[config.mk]
export PLATFORM = sky130hd
export DESIGN_NAME = dbus_arbiter
export DESIGN_NICKNAME = d
export VERILOG_FILES = /design/src/rtl/dbus_arbiter_pkg.sv /design/src/rtl/dbus_arbiter_picker.sv /design/src/rtl/dbus_arbiter.sv
export SDC_FILE = /design/constraint.sdc
export NUM_CORES = 1
export LEC_CHECK = 0
export CAP_MARGIN = 20
export CORE_AREA = 2 2 123 125
export CTS_CLUSTER_SIZE = 16
export DETAILED_ROUTE_END_ITERATION = 12
export DIE_AREA = 0 0 125 127
export HOLD_SLACK_MARGIN = 0.1
export PLACE_DENSITY = 0.71
export SYNTH_ARGS = -nofsm -noshare
export SYNTH_HDL_FRONTEND = slang
export SYNTH_HIERARCHICAL = 1
export SYNTH_SLANG_ARGS = --single-unit
[constraint.sdc]
create_clock -name clk -period 3.85 [get_ports clk]
set_input_delay 0.77 -clock clk [delete_from_list [all_inputs] [get_ports clk]]
set_output_delay 0.77 -clock clk [all_outputs]
set_load 0.005 [all_outputs]
[src/rtl/dbus_arbiter_pkg.sv]
// Shared data-bus types for the pipeline bus masters.
// Request/response bundles plus arbiter state encoding.
package dbus_arbiter_pkg;

   localparam int NUM_DBUS_REQ = 2;

   typedef struct packed {
      logic        valid;
      logic [31:0] addr;
      logic [1:0]  size;
      logic [3:0]  strobe;
      logic [31:0] data;
   } dbus_req_t;

   typedef struct packed {
      logic        addr_ok;
      logic        data_ok;
      logic [31:0] data;
   } dbus_resp_t;

   typedef enum logic {
      ARB_IDLE = 1'b0,
      ARB_BUSY = 1'b1
   } arb_state_t;

endpackage

[src/rtl/dbus_arbiter_picker.sv]
// Round-robin priority picker: first eligible index
// at or above rr_ptr, wrapping around.
module rr_priority_picker #(
   parameter int NUM_REQ = 2,
   parameter int IDX_W   = $clog2(NUM_REQ)
) (
   input  logic [NUM_REQ-1:0] eligible,
   input  logic [IDX_W-1:0]   rr_ptr,
   output logic [IDX_W-1:0]   sel,
   output logic               any_valid
);

   logic [2*NUM_REQ-1:0] dbl;
   logic [NUM_REQ-1:0]   rot;
   logic [IDX_W-1:0]     off;
   logic [IDX_W:0]       sum;
   logic                 found;

   // Rotate so rr_ptr sits at bit 0, encode, then rotate the index back.
   always_comb begin
      dbl   = {eligible, eligible} >> rr_ptr;
      rot   = dbl[NUM_REQ-1:0];
      off   = '0;
      found = 1'b0;
      for (int i = 0; i < NUM_REQ; i++) begin
         if (!found && rot[i]) begin
            off   = IDX_W'(i);
            found = 1'b1;
         end
      end
      sum = {1'b0, rr_ptr} + {1'b0, off};
      if (sum >= (IDX_W+1)'(NUM_REQ)) begin
         sum = sum - (IDX_W+1)'(NUM_REQ);
      end
      sel       = sum[IDX_W-1:0];
      any_valid = |eligible;
   end

endmodule

[src/rtl/dbus_arbiter.sv]
// Round-robin data-bus arbiter: one transaction at a time,
// request latched for its duration, response routed to owner.
module dbus_arbiter
   import dbus_arbiter_pkg::*;
#(
   parameter int NUM_REQ = NUM_DBUS_REQ,
   parameter int IDX_W   = $clog2(NUM_REQ)
) (
   input  logic         clk,
   input  logic         rst,
   input  dbus_req_t    req   [NUM_REQ],
   output dbus_resp_t   resp  [NUM_REQ],
   output dbus_req_t    mreq,
   input  dbus_resp_t   mresp,
   output logic [NUM_REQ-1:0] grant,
   output logic         busy
);

   arb_state_t         state_q, state_d;
   dbus_req_t          mreq_q, mreq_d;
   logic [IDX_W-1:0]   sel_q, sel_d;
   logic [IDX_W-1:0]   rr_ptr_q, rr_ptr_d;
   logic [NUM_REQ-1:0] holdoff_q, holdoff_d;
   logic [NUM_REQ-1:0] grant_q, grant_d;
   logic [NUM_REQ-1:0] req_valid;
   logic [NUM_REQ-1:0] eligible;
   logic [IDX_W-1:0]   pick_sel;
   logic               pick_any;
   logic               done;

   localparam logic [NUM_REQ-1:0] ONE = NUM_REQ'(1);

   // Gather valids; the last-served requester sits out one idle cycle.
   always_comb begin
      for (int i = 0; i < NUM_REQ; i++) begin
         req_valid[i] = req[i].valid;
      end
      eligible = req_valid & ~holdoff_q;
   end

   rr_priority_picker #(
      .NUM_REQ (NUM_REQ),
      .IDX_W   (IDX_W)
   ) u_picker (
      .eligible  (eligible),
      .rr_ptr    (rr_ptr_q),
      .sel       (pick_sel),
      .any_valid (pick_any)
   );

   assign done = mresp.addr_ok & mresp.data_ok;

   // Next-state: grant from idle, release on full handshake.
   always_comb begin
      state_d   = state_q;
      mreq_d    = mreq_q;
      sel_d     = sel_q;
      rr_ptr_d  = rr_ptr_q;
      holdoff_d = holdoff_q;
      grant_d   = grant_q;
      unique case (state_q)
         ARB_IDLE: begin
            holdoff_d = '0;
            if (pick_any) begin
               mreq_d       = req[pick_sel];
               mreq_d.valid = 1'b1;
               sel_d        = pick_sel;
               grant_d      = ONE << pick_sel;
               state_d      = ARB_BUSY;
            end
         end
         ARB_BUSY: begin
            if (done) begin
               mreq_d    = '0;
               grant_d   = '0;
               holdoff_d = ONE << sel_q;
               state_d   = ARB_IDLE;
               if (sel_q == IDX_W'(NUM_REQ-1)) begin
                  rr_ptr_d = '0;
               end else begin
                  rr_ptr_d = sel_q + IDX_W'(1);
               end
            end
         end
         default: state_d = ARB_IDLE;
      endcase
   end

   // State and latched-request registers.
   always_ff @(posedge clk) begin
      if (rst) begin
         state_q   <= ARB_IDLE;
         mreq_q    <= '0;
         sel_q     <= '0;
         rr_ptr_q  <= '0;
         holdoff_q <= '0;
         grant_q   <= '0;
      end else begin
         state_q   <= state_d;
         mreq_q    <= mreq_d;
         sel_q     <= sel_d;
         rr_ptr_q  <= rr_ptr_d;
         holdoff_q <= holdoff_d;
         grant_q   <= grant_d;
      end
   end

   // Response goes only to the current owner.
   always_comb begin
      for (int j = 0; j < NUM_REQ; j++) begin
         resp[j] = '0;
         if (!rst && state_q == ARB_BUSY && sel_q == IDX_W'(j)) begin
            resp[j] = mresp;
         end
      end
   end

   assign mreq  = mreq_q;
   assign grant = grant_q;
   assign busy  = (state_q == ARB_BUSY);

endmodule

After elaboration in Yosys (flattened, before gate mapping)
Index checks and enable logic that the tools add are counted.

word-level totals
  flip-flop bits (word level) = 78
  input bits = 178
  output and inout bits = 142

cells by class
  magnitude comparators = 2
  $add $sub $neg = 3
  shifts and indexed selects = 3
  mux-type cells = 20
  reduce and logical (&&, ||, !) cells = 10
  equal/unequal tests = 2
  bitwise logic cells = 6

operators by type and width
  operator                                                            count
  70-bit two-way mux                                                  3
  71-bit two-way mux                                                  2
  71-bit case mux with 2 select lines                                 1
  34-bit two-way mux                                                  2
  2-bit case mux with 2 select lines                                  2
  1-bit two-way mux                                                   6
  2-bit two-way mux                                                   3
  2-bit AND reduction                                                 3
  2-bit greater-or-equal comparator (second input constant)           2
  1-bit logical AND                                                   4
  1-bit by 1-bit << shifter with 2-bit output (first input constant)  2
  4-bit by 1-bit >> shifter with 2-bit output                         1
  1-bit by 1-bit adder with 2-bit output                              1
  2-bit bitwise AND                                                   1
  1-bit zero test                                                     2
  2-bit by 1-bit != test with 1-bit output (second input constant)    1
  2-bit != test (second input constant)                               1
  1-bit inverter                                                      2
  1-bit inverter with 2-bit output                                    1
  2-bit inverter                                                      1
  1-bit case mux with 2 select lines                                  1
  2-bit OR reduction                                                  1
  1-bit adder (second input constant)                                 1
  1-bit bitwise AND                                                   1
  1-bit subtractor (second input constant)                            1

Longest topological paths before layout
  depth after elaboration = 16
  depth in mapped cells = 7
  gate-level depth less buffers = 5

Cells and area by module
The synthesis kept the hierarchy.

modules (own cells, without submodules)
  module              area each (µm²)  seq. area each (µm²)  instances  cells an instance
  dbus_arbiter        3729.8           1561.5                1          343
  rr_priority_picker  18.8             0.0                   1          4

Least setup slack after synthesis
Ideal clock, no wire load.

  path type = input to output
  start point = input rst
  end point = output resp[37] (netlist bit)
  stages = 4
  buffers on the path = 1
  data arrival time = 1.531 ns
  slack = 1.549 ns
  cell sequence = nand2b_1 > nor2_1 > clkbuf_1 > and2_1

RTL lines
  element             line                RTL
  start: declaration  dbus_arbiter.sv:10  input logic rst,
  end: declaration    dbus_arbiter.sv:12  output dbus_resp_t resp [NUM_REQ],

==> results list <==
* Actual transition at the worst max-transition pin: 662 ps
- Die outline width: 125 um
- The number of pins with negative max-slew slack in the final report was 0.
- Before antenna repair, the detailed router went through 4 iterations.
- For this design, the sink count on the clock tree is 78.
- Setup repair after global routing left no endpoint under its margin.
- Fraction of final layout cells sized beyond drive strength 1: 5.90%
* Dominant cell type by area after synthesis: sky130_fd_sc_hd__dfxtp_1
* Master of the slowest instance on the critical path: sky130_fd_sc_hd__clkdlybuf4s50_1
- In this run, the number of DRC markers left after iteration 0 of detailed routing was 104.
- Top-count cell post-synth: sky130_fd_sc_hd__dfxtp_1
- Worst reg2reg endpoint: grant[1]
* Power density over the cells: 318 nW/um^2
- Synthesized area: 3750 um^2
* Distinct cells, synth: 25
- Number of inserted filler cells in the final layout: 1262
- At the worst endpoint, the arrival time is 2510 ps.
- Port Buffer Count: 319
* Predominant post-synthesis flop cell: sky130_fd_sc_hd__dfxtp_1
* Max-slew headroom: 55.9%
- Gate Count Post-Synth: 347
- Number of instances in the placed design: 829
* Mean instance size in the synthesized netlist: 10.8 um^2
* Resized Gates After CTS: 0
* Async S/R FF share, synth: 0%
- Hold Crit Class: reg -> reg
- Overall die height: 127 um
- Startpoint of the most critical setup path: rst
- Final worst path period need: 3280 ps
- Setup violations remaining at the end of the flow were counted as 0.
- In the synthesized netlist, the cells that appear most often are sky130_fd_sc_hd__dfxtp_1, sky130_fd_sc_hd__mux2i_1, sky130_fd_sc_hd__and2_1.
- HPWL after detailed placement: 11100 um
- Average via count per standard cell: 4.54
- For the worst setup path, the data required time is 3080 ps.
- Clk_skew: 5.51 ps
* Cell Rows: 44
- TritonCTS built the clock tree.
* Beginning of the worst register-to-register path: holdoff_q[0]
- NumNets Final: 834
- Standby leakage power: 2.72 nW
- The H-tree generated during clock tree synthesis spans 3 levels.
- End point of the critical path: resp[9]
* Cell count of the worst reg-to-reg path: 6
- In this run, synthesis inferred 0 flip-flops with an integrated enable.
- Largest net degree at the start of global routing: 51
* Smallest setup slack after layout: 569 ps
- In this run the number of cells on the critical path is 6.
- Grouping stages by cell kind, the critical path spends the most delay in buffers and inverters.
- Routability-driven placement finished with a final weighted congestion of 0.771.
- In the final routed layout, each cell accounts on average for 16.0 um.
- Number of routed nets with antenna violations: 0
* Area growth from synthesis to final layout: 96.4%
- Count of boundary I/O pins: 320
- Of all nets on the critical path, the largest fanout is 34.
* Worst slack at placement: 554 ps
- In this design, the critical path's most frequently occurring cell is sky130_fd_sc_hd__clkdlybuf4s50_1.
- Clock-pin slew was measured on the worst setup and hold paths at 50 ps.
* Post-CTS Setup Repair Bufs: 0
- Post-route cell area: 7360 um^2
- In the routed design, unresolved DRC markers number 0.
- Total wirelength of the detailed-routed design: 13500 um
- For this run, the slowest stage of the critical path takes 520 ps.
- The number of failing hold endpoints at the final stage is 0.
* Worst IR Drop VDD: 0.177 mV
- The first global-routing pass estimated 21000 um of wire.
* Max clock buf depth: 2
- Hold buffer count at CTS: 0
- Net count of the mapped netlist: 525
- Final instance count without filler cells: 845
* Max-cap violations: 0
- Crit Path Category: in -> out
- Aggregate negative setup slack: 0 ps
* Count of state elements after synthesis: 78
- In this run, CTS created clock tree buffers numbering 9.
* Cell chosen for the clock root: sky130_fd_sc_hd__clkbuf_16
- Together, buffers and inverters on the worst path number 3.
- Antenna diode instance count: 0
* Clock latency reported for the late side of the worst-skew pair: 320 ps
* Max Clk Rate: 305 MHz
- Traced cell by cell, the critical path runs through clkdlybuf4s50_1, nand2b_1, nor2_1, buf_4, and2_1, clkdlybuf4s50_1.
- Cells fill 51.0% of the core in the end.
- The initial antenna violation count came to 0.
- The share of synthesized area in the top cell type comes to 41.7%.
- Yosys synthesis warning count: 6
- Startpoint types: primary input
* Floorplan die area: 15900 um^2
* Overall track demand over capacity in global routing: 16.4%
- Of the synthesized area, sequential elements account for 41.7%.
- Share of the clock period used by the worst path: 85.2%
- Once placement finished, the instance area stood at 7080 um^2.
- The via count of the first global-routing pass is 4130.
- The core region is 14400 um^2.
- Synth area leaders: sky130_fd_sc_hd__dfxtp_1, sky130_fd_sc_hd__mux2i_1, sky130_fd_sc_hd__o2bb2ai_1
* Initial Util: 26.0%
* Capturing element type of the critical path: output port
* Internal reg-to-reg setup slack: 2000 ps
- The routed layout has 3840 vias.
- The run finished with clean final reports.
* Global route total overflow: 0
## worst register-to-register path, stage by stage, from the launching register on
cell	delay (ps)
sky130_fd_sc_hd__dfxtp_1	310
sky130_fd_sc_hd__nor2b_1	240
sky130_fd_sc_hd__or2_1	160
sky130_fd_sc_hd__nor2b_1	360
sky130_fd_sc_hd__nand2b_2	100
sky130_fd_sc_hd__buf_4	290
sky130_fd_sc_hd__a2bb2o_1	330
## stage by stage
stage / hold slack [ps] / total power [mW]
2_1_floorplan: 437 / 1.15
6_report: 458 / 2.34
3_5_place_dp: 446 / 1.56
4_1_cts: 462 / 2.38
5_1_grt: 471 / 2.45
3_3_place_gp: 443 / 1.55
## cell type report
class	count	area, um^2	share of cell area, %
multi-input combinational	237	2010	27.2
tap	184	230	3.13
inverter	2	7.51	0.102
clock inverter	4	47.5	0.646
timing repair buffer	328	3270	44.5
sequential	78	1560	21.2
clock buffer	12	236	3.21
## layer usage
| layer | vias to the layer above | routed length [um] | share of wire, % | global-route usage [%] |
|---|---|---|---|---|
| li1 | 1883 | - | - | - |
| met1 | 1753 | 4830 | 36 | 16.4 |
| met2 | 188 | 7400 | 55 | 32.4 |
| met3 | 16 | 1070 | 7.9 | 4.98 |
| met4 | 0 | 234 | 1.7 | 4.90 |
| met5 | - | 0 | 0 | 0 |
## worst min-delay path by stage
stage                 start            to  cells past startpoint
5_1_grt            mreq[12]      mreq[12]                      1
6_report           mreq[59]      mreq[59]                      1
3_5_place_dp       mreq[25]      mreq[25]                      1
2_1_floorplan  holdoff_q[1]  holdoff_q[1]                      2
4_1_cts            mreq[59]      mreq[59]                      1
3_3_place_gp       grant[1]      grant[1]                      1
## power by group
group	total, mW	internal (mW)	switching (mW)
registers	0.916	0.878	0.0383
logic	0.619	0.401	0.218
clock network	0.804	0.500	0.304
## sequential cells by signal (all words and copies together) (netlist names)
name       count
mreq          71
grant          2
holdoff_q      2
busy           1
rr_ptr_q       1
sel_q          1
## layout by cell type, fill, tap and decap left out
cell type	count
sky130_fd_sc_hd__nor2b_1	3
sky130_fd_sc_hd__clkbuf_1	3
sky130_fd_sc_hd__clkinvlp_4	1
sky130_fd_sc_hd__nand2_1	3
sky130_fd_sc_hd__o21ai_4	1
sky130_fd_sc_hd__bufinv_16	1
sky130_fd_sc_hd__and2_1	66
sky130_fd_sc_hd__clkdlybuf4s50_1	319
sky130_fd_sc_hd__a211oi_1	1
sky130_fd_sc_hd__nor3_1	1
sky130_fd_sc_hd__nand3_1	1
sky130_fd_sc_hd__o21ai_0	1
sky130_fd_sc_hd__buf_12	1
sky130_fd_sc_hd__o2bb2ai_1	59
sky130_fd_sc_hd__mux2i_1	72
sky130_fd_sc_hd__inv_1	2
sky130_fd_sc_hd__nand2b_2	1
sky130_fd_sc_hd__nand2b_1	2
sky130_fd_sc_hd__nor2_1	7
sky130_fd_sc_hd__nor3_4	1
sky130_fd_sc_hd__buf_4	8
sky130_fd_sc_hd__clkbuf_16	9
sky130_fd_sc_hd__a2bb2o_1	1
sky130_fd_sc_hd__a21oi_1	1
sky130_fd_sc_hd__dfxtp_1	78
sky130_fd_sc_hd__o2bb2ai_2	12
sky130_fd_sc_hd__and3_1	1
sky130_fd_sc_hd__and2_2	2
sky130_fd_sc_hd__clkinv_2	2
sky130_fd_sc_hd__or2_1	1
## cells by family after synthesis
| logic type | after synthesis | share of synthesized area (%) |
|---|---|---|
| compound gates | 76 | 19.5 |
| buf+inv | 32 | 5.21 |
| flops | 78 | 41.7 |
| mux | 72 | 19.2 |
| simple gates | 89 | 14.5 |
No activity file was read; power rests on OpenSTA's default activity.
